==> src/rtl/lcd_pkg.sv <==
// Shared types for the LCD window controller: command codes, FSM states, width helper.
package lcd_pkg;

  typedef enum logic [2:0] {
    CMD_REFRESH = 3'd0,
    CMD_LOAD    = 3'd1,
    CMD_RIGHT   = 3'd2,
    CMD_LEFT    = 3'd3,
    CMD_UP      = 3'd4,
    CMD_DOWN    = 3'd5,
    CMD_MIRROR  = 3'd6
  } lcd_cmd_e;

  typedef enum logic [1:0] {
    ST_IDLE,
    ST_LOAD,
    ST_SHIFT,
    ST_OUT
  } lcd_state_e;

  function automatic int clog2_min1(input int v);
    return (v > 1) ? $clog2(v) : 1;
  endfunction

endpackage

==> src/rtl/lcd_win_addr.sv <==
// Combinational window-pixel address: (oy+r)*IMG_W + ox + c', with optional column reversal.
module lcd_win_addr #(
  parameter int IMG_W = 6,
  parameter int WIN   = 3,
  parameter int AW    = 6,
  parameter int OXW   = 2,
  parameter int OYW   = 2,
  parameter int CW    = 2
) (
  input  logic [OXW-1:0] ox,
  input  logic [OYW-1:0] oy,
  input  logic [CW-1:0]  r_cnt,
  input  logic [CW-1:0]  c_cnt,
  input  logic           mirror,
  output logic [AW-1:0]  addr
);

  logic [CW-1:0] c_eff;

  always_comb begin
    c_eff = mirror ? (CW'(WIN - 1) - c_cnt) : c_cnt;
    addr  = (AW'(oy) + AW'(r_cnt)) * AW'(IMG_W) + AW'(ox) + AW'(c_eff);
  end

endmodule

==> src/rtl/lcd_win_ctrl.sv <==
// LCD window controller: serial image load, movable WIN x WIN window, row-major window stream.
// Optional horizontal mirror (cmd 6) built only when LCD_WIN_MIRROR_EN is defined.
module lcd_win_ctrl
  import lcd_pkg::*;
#(
  parameter int IMG_W = 6,
  parameter int IMG_H = 6,
  parameter int WIN   = 3,
  parameter int DW    = 8
) (
  input  logic          clk,
  input  logic          reset,
  input  logic [DW-1:0] datain,
  input  logic [2:0]    cmd,
  input  logic          cmd_valid,
  output logic [DW-1:0] dataout,
  output logic          output_valid,
  output logic          busy
);

  localparam int N   = IMG_W * IMG_H;
  localparam int AW  = clog2_min1(N);
  localparam int OXW = clog2_min1(IMG_W - WIN + 1);
  localparam int OYW = clog2_min1(IMG_H - WIN + 1);
  localparam int CW  = clog2_min1(WIN);
  localparam logic [OXW-1:0] OX_MAX = OXW'(IMG_W - WIN);
  localparam logic [OYW-1:0] OY_MAX = OYW'(IMG_H - WIN);
  localparam logic [OXW-1:0] OX_CTR = OXW'((IMG_W - WIN) / 2);
  localparam logic [OYW-1:0] OY_CTR = OYW'((IMG_H - WIN) / 2);

  lcd_state_e     state, state_nxt;
  logic [AW-1:0]  ld_cnt, rd_addr;
  logic [CW-1:0]  r_cnt, c_cnt;
  logic [OXW-1:0] ox;
  logic [OYW-1:0] oy;
  logic [2:0]     cmd_q;
  logic           out_done, mirror, last_ld;
  logic [DW-1:0]  ram [N];

  assign busy    = (state != ST_IDLE);
  assign last_ld = (ld_cnt == AW'(N - 1));

  always_ff @(posedge clk or posedge reset) begin
    if (reset) state <= ST_IDLE;
    else       state <= state_nxt;
  end

  always_comb begin
    state_nxt = state;
    case (state)
      ST_IDLE:
        if (cmd_valid) begin
          case (cmd)
            CMD_LOAD:                               state_nxt = ST_LOAD;
            CMD_RIGHT, CMD_LEFT, CMD_UP, CMD_DOWN:  state_nxt = ST_SHIFT;
            default:                                state_nxt = ST_OUT;
          endcase
        end
      ST_LOAD:  if (last_ld) state_nxt = ST_OUT;
      ST_SHIFT: state_nxt = ST_OUT;
      ST_OUT:   if (out_done) state_nxt = ST_IDLE;
      default:  state_nxt = ST_IDLE;
    endcase
  end

  // The image RAM is deliberately left out of reset.
  always_ff @(posedge clk) begin
    if (state == ST_LOAD) ram[ld_cnt] <= datain;
  end

`ifdef LCD_WIN_MIRROR_EN
  always_ff @(posedge clk or posedge reset) begin
    if (reset)
      mirror <= 1'b0;
    else if (state == ST_IDLE && cmd_valid && cmd == CMD_MIRROR)
      mirror <= ~mirror;
    else if (state == ST_LOAD && last_ld)
      mirror <= 1'b0;
  end
`else
  assign mirror = 1'b0;
`endif

  lcd_win_addr #(
    .IMG_W(IMG_W), .WIN(WIN), .AW(AW), .OXW(OXW), .OYW(OYW), .CW(CW)
  ) u_addr (
    .ox(ox), .oy(oy), .r_cnt(r_cnt), .c_cnt(c_cnt), .mirror(mirror), .addr(rd_addr)
  );

  always_ff @(posedge clk or posedge reset) begin
    if (reset) begin
      ox           <= '0;
      oy           <= '0;
      ld_cnt       <= '0;
      r_cnt        <= '0;
      c_cnt        <= '0;
      out_done     <= 1'b0;
      cmd_q        <= '0;
      dataout      <= '0;
      output_valid <= 1'b0;
    end else begin
      output_valid <= 1'b0;
      case (state)
        ST_IDLE:
          if (cmd_valid) begin
            cmd_q  <= cmd;
            ld_cnt <= '0;
          end
        ST_LOAD: begin
          ld_cnt <= ld_cnt + 1'b1;
          if (last_ld) begin
            ld_cnt <= '0;
            ox     <= OX_CTR;
            oy     <= OY_CTR;
          end
        end
        ST_SHIFT:
          case (cmd_q)
            CMD_RIGHT: if (ox != OX_MAX) ox <= ox + 1'b1;
            CMD_LEFT:  if (ox != '0)     ox <= ox - 1'b1;
            CMD_UP:    if (oy != '0)     oy <= oy - 1'b1;
            CMD_DOWN:  if (oy != OY_MAX) oy <= oy + 1'b1;
            default: ;
          endcase
        ST_OUT:
          if (!out_done) begin
            dataout      <= ram[rd_addr];
            output_valid <= 1'b1;
            if (c_cnt == CW'(WIN - 1)) begin
              c_cnt <= '0;
              if (r_cnt == CW'(WIN - 1)) begin
                r_cnt    <= '0;
                out_done <= 1'b1;
              end else begin
                r_cnt <= r_cnt + 1'b1;
              end
            end else begin
              c_cnt <= c_cnt + 1'b1;
            end
          end else begin
            out_done <= 1'b0;
          end
        default: ;
      endcase
    end
  end

endmodule

==> config.mk <==
export PLATFORM = sky130hd
export DESIGN_NAME = lcd_win_ctrl
export DESIGN_NICKNAME = d
export VERILOG_FILES = /design/src/rtl/lcd_pkg.sv /design/src/rtl/lcd_win_addr.sv /design/src/rtl/lcd_win_ctrl.sv
export SDC_FILE = /design/constraint.sdc
export NUM_CORES = 1
export LEC_CHECK = 0
export CAP_MARGIN = 15
export CORE_MARGIN = 3
export CORE_UTILIZATION = 25
export DETAILED_ROUTE_END_ITERATION = 16
export PLACE_DENSITY = 0.48
export SYNTH_ARGS = -nofsm -noshare
export SYNTH_HDL_FRONTEND = slang
export SYNTH_SLANG_ARGS = --single-unit
==> constraint.sdc <==
create_clock -name clk -period 9.75 [get_ports clk]
set_input_delay 1.4625 -clock clk [delete_from_list [all_inputs] [get_ports clk]]
set_output_delay 1.4625 -clock clk [all_outputs]
set_load 0.01 [all_outputs]
==> results.tsv, run 1 <==
metric	value	unit
headroom to the max-slew limit	0.367	
worst path setup slack after routing	5.40	ns
largest net degree at the start of global routing	45	
layout cell share with drive strength beyond 1	0.122	
vertical extent of the die	235	um
Port Buf Inserts	23	
CP Capture Type	flip-flop	
net count after synthesis	790	
area growth from synthesis to layout	15.1	%
Routed WL	32300	um
clock input transition at the sequential cells of the worst setup and hold paths	0.06	ns
clock root buffer master	clkbuf_16	
maximum clock insertion buffer count	3	
post-synthesis cell count	760	
cell with the most instances after synthesis	edfxtp_1	
hold crit path type	flip-flop to flip-flop	
TNS Setup	0	ns
average footprint of a synthesized cell	17.3	um2
portion of the post-synthesis area used by sequential elements	0.713	
cell at the slowest stage of the critical path	nor2b_1	
latest clock arrival within the worst-skew pair	0.53	ns
Crit Path Max Fanout	32	
Seq cells post-synth	317	
nets	828	
wire length per cell	21.4	um
number of antenna violations at the first check in global routing	1	
hold violation count in the final report	0	
Post-CTS Setup Inserts	0	
FF/Latch Area	0.00937	mm2
fin cells	1507	
Yosys Warn Count	0	
total routing usage reported by global routing	0.115	
total placed cells including tap cells	1441	
highest achievable clock rate	230	MHz
antenna viol nets, final	0	
final worst clock skew	0.0235	ns
Slew Limit Fails	0	
final-layout fill cell count	5148	
distinct cell type count after synthesis	56	
HPWL after detailed placement	20700	um
number of sinks handled by clock tree synthesis	317	
die width	235	um
Yosys top cell area share	0.658	
clock tree from TritonCTS	built	
Setup Slack @ Placement	5.41	ns
Std-Cell Core Area	0.0517	mm2
ratio of final minimum period to clock period	0.446	
result of the run	completed	
setup repair after global routing missed its margin	no	
top cells by area, synth	edfxtp_1 66%, dfrtp_1 5.5%, mux2i_1 4.9%, mux4_2 4.6%, mux4_1 2.6%	
Worst EP arrival	4.75	ns
wire length of the first global-routing pass	47900	um
multi-input logic area	0.00342	mm2
total via count in the routed design	6942	
most frequent cells after synthesis	288 x edfxtp_1, 64 x mux2i_1, 49 x nor2_1, 31 x a221oi_1, 29 x dfrtp_1	
CTS H-Tree Depth	2	
# setup viols final	0	
number of cells upsized or downsized after cts	0	
DRC marker count from the first detailed-route iteration	559	
post-synth design cell area	0.0131	mm2
delay of the slowest cell on the worst path	0.80	ns
worst-margin pin slew	0.947	ns
shortest clock period the worst path allows after layout	4.35	ns
CTS Hold Bufs	0	
number of maximum-capacitance constraint violations	0	
DIE AREA	0.0554	mm2
Initial Util	0.254	
Critical Path RT	10.15	ns
CP Cell Sequence	ha_1, inv_1, fa_1, inv_1, ha_1, inv_1, fa_1, buf_4, nor2b_1, a221oi_1, a21oi_1, o32ai_1, o31a_1	
last weighted congestion value of the routability-driven placer	0.791	
Vias/cell	4.61	
number of standard-cell rows in the floorplan	83	
dominant register cell in the synthesized netlist	edfxtp_1	
number of synthesized flops with an enable pin	288	
category of the most critical setup path	flip-flop to flip-flop	
sum of overflow across all layers after global routing	0	
Post-DP Area	0.0141	mm2
io pins	24	
via count of the first global-routing pass	6948	
final standard cell area without fillers	0.0151	mm2
share of synthesized flip-flops with an asynchronous set or reset	0.0915	
clock buffer count from CTS	35	
dominant cell type by area after synthesis	edfxtp_1	
DR pass1 iterations	5	
startpoint type of the worst setup path	flip-flop	
Residual DRC	0	
CP most frequent cell	inv_1	
## path summary, 6_finish.rpt
kind                                      start                      to  slack (ns)  depth (start not counted)
setup / recovery              oy[0]$_DFFE_PP0P_  dataout[5]$_DFFE_PP0P_        5.40                         13
hold / removal             r_cnt[1]$_DFFE_PP0P_    r_cnt[1]$_DFFE_PP0P_        0.51                          2
setup reg to reg              oy[0]$_DFFE_PP0P_  dataout[5]$_DFFE_PP0P_        5.40                         13
hold reg to reg            r_cnt[1]$_DFFE_PP0P_    r_cnt[1]$_DFFE_PP0P_        0.51                          2
max in group asynchronous                 reset  dataout[1]$_DFFE_PP0P_        8.11                          3
min in group asynchronous                 reset   ld_cnt[1]$_DFFE_PP0P_        1.33                          3
## routing by layer
layer	vias up	GRT usage	share of wire
li1	3116	-	-
met5	-	0	0
met4	0	0.0310	0.021
met1	3615	0.166	0.47
met3	47	0.0209	0.041
met2	164	0.178	0.47
## critical path: cells and delay by family, from the launching register on
family | cells | cell delay (ns)
AOI/OAI and AO/OA | 4 | 0.89
DFF | 1 | 0.43
adders and majority gates | 4 | 1.58
buffers and inverters | 4 | 0.52
and+or+nand+nor | 1 | 0.80
## cell type report
cell class / count / share of cell area
multi-input combinational: 379 / 0.226
clock buffer: 49 / 0.0628
tap: 680 / 0.0562
timing repair buffer: 40 / 0.0239
sequential: 317 / 0.619
antenna: 2 / 0.000331
inverter: 25 / 0.00620
clock inverter: 15 / 0.00529
## placed cells by master, fill, tap and decap left out, drive strengths merged, types with 3 or more instances in the layout
cell	count
a21oi	25
a221oi	32
a22oi	4
a31oi	5
buf	17
clkbuf	49
clkdlybuf4s50	23
clkinv	13
dfrtp	29
edfxtp	288
fa	4
ha	12
inv	26
mux2	6
mux2i	64
mux4	40
nand2	24
nand2b	17
nand3	8
nor2	49
nor2b	8
nor3	18
o21ai	16
o21bai	4
o32a	7
o32ai	3
or3	5
## registers in the layout, summed over array words and instances (netlist names)
register	flops
dataout	8
r_cnt	2
cmd_q	3
ld_cnt	6
state	2
out_done	1
output_valid	1
ram	288
oy	2
c_cnt	2
ox	2
## per-stage QoR
step / utilization / hold slack (ns)
4_1_cts: 0.293 / 0.510
5_1_grt: 0.293 / 0.557
3_5_place_dp: 0.273 / 0.495
3_3_place_gp: 0.272 / 0.485
6_report: 0.293 / 0.511
2_1_floorplan: - / 0.469
## cell families (layout without fill, tap and decap cells)
family / Yosys count / after routing / share of synthesized area
flip-flops: 317 / 317 / 0.713
adder cells (fa/ha/maj): 16 / 16 / 0.0175
other: 0 / 2 / 0
XOR/XNOR: 4 / 4 / 0.00266
AO/OA/AOI/OAI: 109 / 109 / 0.0616
AND/OR/NAND/NOR: 140 / 140 / 0.0510
multiplexers: 110 / 110 / 0.126
buffers and inverters: 64 / 129 / 0.0283
Power of run 1 is not shown: default switching activity piles up to over one toggle a cycle in this logic, so the estimate is an artifact.
==> inputs of run 2 (changes only) <==
==> constraint.sdc (replaced) <==
create_clock -name clk -period 4.5 [get_ports clk]
set_input_delay 0.675 -clock clk [delete_from_list [all_inputs] [get_ports clk]]
set_output_delay 0.675 -clock clk [all_outputs]
set_load 0.01 [all_outputs]
==> results.tsv, run 2 (synthesis results as in run 1) <==
metric	value	unit	change
layout cell share with drive strength beyond 1	0.138		was 0.122
nets	838		was 828
worst setup path end	dataout[5]$_DFFE_PP0P_		unchanged
result of the run	completed		unchanged
io pins	24		unchanged
number of maximum-capacitance constraint violations	0		unchanged
clock buffer count from CTS	36		was 35
commonest cells after routing, fill and taps aside	288 x edfxtp_1, 64 x mux2i_1, 49 x nor2_1		unchanged
highest achievable clock rate	257	MHz	was 230 MHz
ratio of final minimum period to clock period	0.865		was 0.446
CP Capture Type	flip-flop		unchanged
latest clock arrival within the worst-skew pair	0.52	ns	was 0.53 ns
Initial Util	0.254		unchanged
beginning of the critical path	oy[0]$_DFFE_PP0P_		unchanged
cell count of the worst reg-to-reg path	14		was 13
total routing usage reported by global routing	0.115		about the same
# setup viols final	0		unchanged
multi-input logic area	0.00342	mm2	unchanged
HPWL after detailed placement	21200	um	was 20700 um
max reg flops	288		unchanged
shortest clock period the worst path allows after layout	3.89	ns	was 4.35 ns
total via count in the routed design	6929		was 6942
Residual DRC	0		unchanged
cell at the slowest stage of the critical path	fa_1		was nor2b_1
wire length per cell	21.4	um	about the same
most common cell after layout, fill and taps aside	edfxtp_1		unchanged
worst reg2reg path endpoint	dataout[5]$_DFFE_PP0P_		unchanged
startpoint type of the worst setup path	flip-flop		unchanged
Std-Cell Core Area	0.0517	mm2	unchanged
delay of the slowest cell on the worst path	0.62	ns	was 0.80 ns
Post-DP Area	0.0142	mm2	was 0.0141 mm2
setup repair after global routing missed its margin	no		unchanged
hold violation count in the final report	0		unchanged
area growth from synthesis to layout	16.2	%	was 15.1%
headroom to the max-slew limit	0.261		was 0.367
sum of overflow across all layers after global routing	0		unchanged
category of the most critical setup path	flip-flop to flip-flop		unchanged
DIE AREA	0.0554	mm2	unchanged
worst-margin pin slew	1.10	ns	was 0.947 ns
clock root buffer master	clkbuf_16		unchanged
FF/Latch Area	0.00937	mm2	unchanged
CP Cell Sequence	ha_1, inv_1, fa_1, inv_1, ha_1, inv_1, fa_1, buf_4, nor2b_1, buf_4, a221oi_1, a21oi_1, o32ai_1, o31a_1		was ha_1, inv_1, fa_1, inv_1, ha_1, inv_1, fa_1, buf_4, nor2b_1, a221oi_1, a21oi_1, o32ai_1, o31a_1
number of antenna violations at the first check in global routing	1		unchanged
TNS Setup	0	ns	unchanged
via count of the first global-routing pass	6984		was 6948
DRC marker count from the first detailed-route iteration	663		was 559
CTS H-Tree Depth	2		unchanged
start of the worst register-to-register path	oy[0]$_DFFE_PP0P_		unchanged
Post-CTS Setup Inserts	0		unchanged
number of cells upsized or downsized after cts	0		unchanged
hold crit path type	flip-flop to flip-flop		unchanged
clock input transition at the sequential cells of the worst setup and hold paths	0.06	ns	about the same
logic depth of the worst path, buffers included	14		was 13
CP most frequent cell	inv_1		unchanged
largest net degree at the start of global routing	41		was 45
largest registers	ram (288), dataout (8), ld_cnt (6)		unchanged
final standard cell area without fillers	0.0153	mm2	was 0.0151 mm2
Routed WL	32400	um	was 32300 um
vertical extent of the die	235	um	unchanged
CTS Hold Bufs	0		unchanged
DR pass1 iterations	5		unchanged
Crit Path Max Fanout	12		was 32
slack of the worst reg-to-reg path	0.61	ns	was 5.40 ns
number of standard-cell rows in the floorplan	83		unchanged
critical path buffer and inverter count	5		was 4
Worst EP arrival	4.35	ns	was 4.75 ns
startpoint of the lowest-slack hold path	r_cnt[1]$_DFFE_PP0P_		unchanged
wire length of the first global-routing pass	48000	um	was 47900 um
Antenna Cells	0		was 2
clock tree from TritonCTS	built		unchanged
last weighted congestion value of the routability-driven placer	0.781		was 0.791
Vias/cell	4.58		was 4.61
family with the most delay on the worst path	adder cells		unchanged
Biggest register	ram		unchanged
number of sinks handled by clock tree synthesis	317		unchanged
Slew Limit Fails	0		unchanged
antenna viol nets, final	0		unchanged
Port Buf Inserts	23		unchanged
maximum clock insertion buffer count	3		unchanged
Critical Path RT	4.96	ns	was 10.15 ns
final-layout fill cell count	5106		was 5148
final worst clock skew	0.0218	ns	was 0.0235 ns
die width	235	um	unchanged
-- run 2: cell types whose count changed in the layout (fill, tap and decap cells not counted) --
cell,before,now
buf_6,1,0
clkinvlp_4,1,0
clkinv_8,1,0
bufinv_16,0,2
buf_4,16,24
buf_12,0,2
clkinv_2,2,5
clkinv_1,10,8
inv_6,1,2
clkbuf_16,36,37
clkbuf_1,13,9
diode_2,2,0
-- run 2: worst reg2reg max path: stages (launching register included) --
cell,delay [ns]
dfrtp_1,0.44
ha_1,0.18
inv_1,0.05
fa_1,0.55
inv_1,0.08
ha_1,0.31
inv_1,0.07
fa_1,0.62
buf_4,0.19
nor2b_1,0.06
buf_4,0.19
a221oi_1,0.49
a21oi_1,0.15
o32ai_1,0.31
o31a_1,0.17
-- run 2: layout make-up --
class | count | share of cell area
flip-flops and latches | 317 | 0.613
inverters | 25 | 0.00614
repair buffers | 49 | 0.0295
clock inverters | 17 | 0.00868
clock buffers | 46 | 0.0628
well taps | 680 | 0.0557
multi-input cells | 379 | 0.224
-- run 2: metal layers --
metal,vias up,track usage,wire (um)
met1,3584,0.162,14800
met4,0,0.0216,455
met5,-,0,0
met3,36,0.0192,1530
li1,3125,-,-
met2,184,0.188,15600
-- run 2: through the flow --
step / utilization / setup WS (ns) / hold slack (ns) / instances
2_1_floorplan: - / 0.916 / 0.469 / 760
3_3_place_gp: 0.274 / 0.665 / 0.487 / 1450
3_5_place_dp: 0.274 / 0.654 / 0.494 / 1450
4_1_cts: 0.295 / 0.625 / 0.510 / 1513
5_1_grt: 0.295 / 0.406 / 0.541 / 1513
6_report: 0.295 / 0.606 / 0.502 / 1513
-- run 2: worst min-delay path by stage --
stage	end	slack (ns)	depth (start not counted)
floorplan	r_cnt[1]$_DFFE_PP0P_	0.47	2
global placement	r_cnt[1]$_DFFE_PP0P_	0.49	2
detailed placement	r_cnt[1]$_DFFE_PP0P_	0.49	2
global route	r_cnt[1]$_DFFE_PP0P_	0.54	2
CTS	r_cnt[1]$_DFFE_PP0P_	0.51	2
finish	r_cnt[1]$_DFFE_PP0P_	0.50	2
Power of run 2 is left out for the same reason.
==> inputs of run 3 (changes only) <==
==> constraint.sdc (replaced) <==
create_clock -name clk -period 5 [get_ports clk]
set_input_delay 0.75 -clock clk [delete_from_list [all_inputs] [get_ports clk]]
set_output_delay 0.75 -clock clk [all_outputs]
set_load 0.01 [all_outputs]
==> results.tsv, run 3 (synthesis results as in run 1) <==
metric	value	unit	change
clock root buffer master	clkbuf_16		unchanged
Post-DP Area	0.0141	mm2	was 0.0142 mm2
Crit Path Max Fanout	16		was 12
clock input transition at the sequential cells of the worst setup and hold paths	0.06	ns	about the same
Initial Util	0.254		unchanged
total via count in the routed design	6957		was 6929
Worst EP arrival	4.62	ns	was 4.35 ns
nets	833		was 838
worst-margin pin slew	0.969	ns	was 1.10 ns
final worst clock skew	0.0179	ns	was 0.0218 ns
startpoint type of the worst setup path	flip-flop		unchanged
total routing usage reported by global routing	0.116		was 0.115
number of antenna violations at the first check in global routing	3		was 1
Antenna Cells	0		unchanged
# setup viols final	0		unchanged
Port Buf Inserts	23		unchanged
cell count of the worst reg-to-reg path	13		was 14
beginning of the critical path	oy[0]$_DFFE_PP0P_		unchanged
DR pass1 iterations	5		unchanged
clock buffer count from CTS	37		was 36
number of standard-cell rows in the floorplan	83		unchanged
slack of the worst reg-to-reg path	0.79	ns	was 0.61 ns
largest registers	ram (288), dataout (8), ld_cnt (6)		unchanged
vertical extent of the die	235	um	unchanged
hold violation count in the final report	0		unchanged
setup repair after global routing missed its margin	no		unchanged
layout cell share with drive strength beyond 1	0.131		was 0.138
DRC marker count from the first detailed-route iteration	540		was 663
startpoint of the lowest-slack hold path	cmd_q[2]$_DFFE_PP0P_		was r_cnt[1]$_DFFE_PP0P_
TNS Setup	0	ns	unchanged
CTS Hold Bufs	0		unchanged
die width	235	um	unchanged
worst reg2reg path endpoint	dataout[5]$_DFFE_PP0P_		unchanged
maximum clock insertion buffer count	3		unchanged
commonest cells after routing, fill and taps aside	288 x edfxtp_1, 64 x mux2i_1, 49 x nor2_1		unchanged
Std-Cell Core Area	0.0517	mm2	unchanged
io pins	24		unchanged
wire length of the first global-routing pass	48000	um	about the same
shortest clock period the worst path allows after layout	4.21	ns	was 3.89 ns
Critical Path RT	5.41	ns	was 4.96 ns
antenna viol nets, final	0		unchanged
Slew Limit Fails	0		unchanged
category of the most critical setup path	flip-flop to flip-flop		unchanged
wire length per cell	21.5	um	was 21.4 um
final standard cell area without fillers	0.0153	mm2	about the same
Biggest register	ram		unchanged
sum of overflow across all layers after global routing	0		unchanged
last weighted congestion value of the routability-driven placer	0.813		was 0.781
number of maximum-capacitance constraint violations	0		unchanged
Residual DRC	0		unchanged
DIE AREA	0.0554	mm2	unchanged
HPWL after detailed placement	21100	um	was 21200 um
depth of the worst hold-timing path	1		was 2
hold crit path type	flip-flop to flip-flop		unchanged
most common cell after layout, fill and taps aside	edfxtp_1		unchanged
latest clock arrival within the worst-skew pair	0.53	ns	was 0.52 ns
start of the worst register-to-register path	oy[0]$_DFFE_PP0P_		unchanged
area growth from synthesis to layout	16.0	%	was 16.2%
result of the run	completed		unchanged
max reg flops	288		unchanged
Vias/cell	4.60		was 4.58
CTS H-Tree Depth	2		unchanged
largest net degree at the start of global routing	37		was 41
ratio of final minimum period to clock period	0.842		was 0.865
worst-case hold path end point	cmd_q[2]$_DFFE_PP0P_		was r_cnt[1]$_DFFE_PP0P_
highest achievable clock rate	238	MHz	was 257 MHz
number of cells upsized or downsized after cts	0		unchanged
Post-CTS Setup Inserts	0		unchanged
number of sinks handled by clock tree synthesis	317		unchanged
clock tree from TritonCTS	built		unchanged
Routed WL	32500	um	was 32400 um
CP Capture Type	flip-flop		unchanged
headroom to the max-slew limit	0.351		was 0.261
via count of the first global-routing pass	6794		was 6984
run 3: area by class of cell:
type	instances	area [um2]
Fill cell	5128	36500
Tap cell	680	851
Inverter	25	93.8
Multi-Input combinational cell	379	3420
Timing Repair Buffer	43	409
Sequential cell	317	9370
Clock buffer	52	1000
Clock inverter	15	109
run 3: worst max-delay path by stage:
stage	depth (start not counted)	slack [ns]	end
2_1_floorplan	13	1.42	dataout[4]$_DFFE_PP0P_
6_report	13	0.79	dataout[5]$_DFFE_PP0P_
5_1_grt	13	0.49	dataout[3]$_DFFE_PP0P_
3_5_place_dp	13	0.76	dataout[5]$_DFFE_PP0P_
3_3_place_gp	13	0.56	dataout[4]$_DFFE_PP0P_
4_1_cts	13	0.75	dataout[5]$_DFFE_PP0P_
run 3: worst max-delay path, cell delays in order (launching register included):
cell,delay [ns]
dfrtp_1,0.42
ha_1,0.17
inv_1,0.04
fa_1,0.56
inv_1,0.09
ha_1,0.30
inv_1,0.06
fa_1,0.59
buf_4,0.24
nor2b_1,0.76
a221oi_1,0.26
a21oi_1,0.19
o32ai_1,0.11
o31a_1,0.30
run 3: routing by layer:
metal	GRT usage	vias up	wire length [um]
li1	-	3124	-
met2	0.178	219	15100
met1	0.164	3569	14800
met3	0.0253	45	1910
met4	0.0326	0	690
met5	0	-	0
run 3: metrics by stage:
step / util / std cells / hold WS [ns] / setup WS, ns
after global placement: 0.273 / 1443 / 0.487 / 0.557
after global routing: 0.295 / 1511 / 0.538 / 0.492
after detailed placement: 0.274 / 1444 / 0.501 / 0.759
final: 0.295 / 1511 / 0.522 / 0.791
after CTS: 0.295 / 1511 / 0.519 / 0.750
after floorplan: - / 760 / 0.469 / 1.42
Power of run 3 is left out for the same reason.
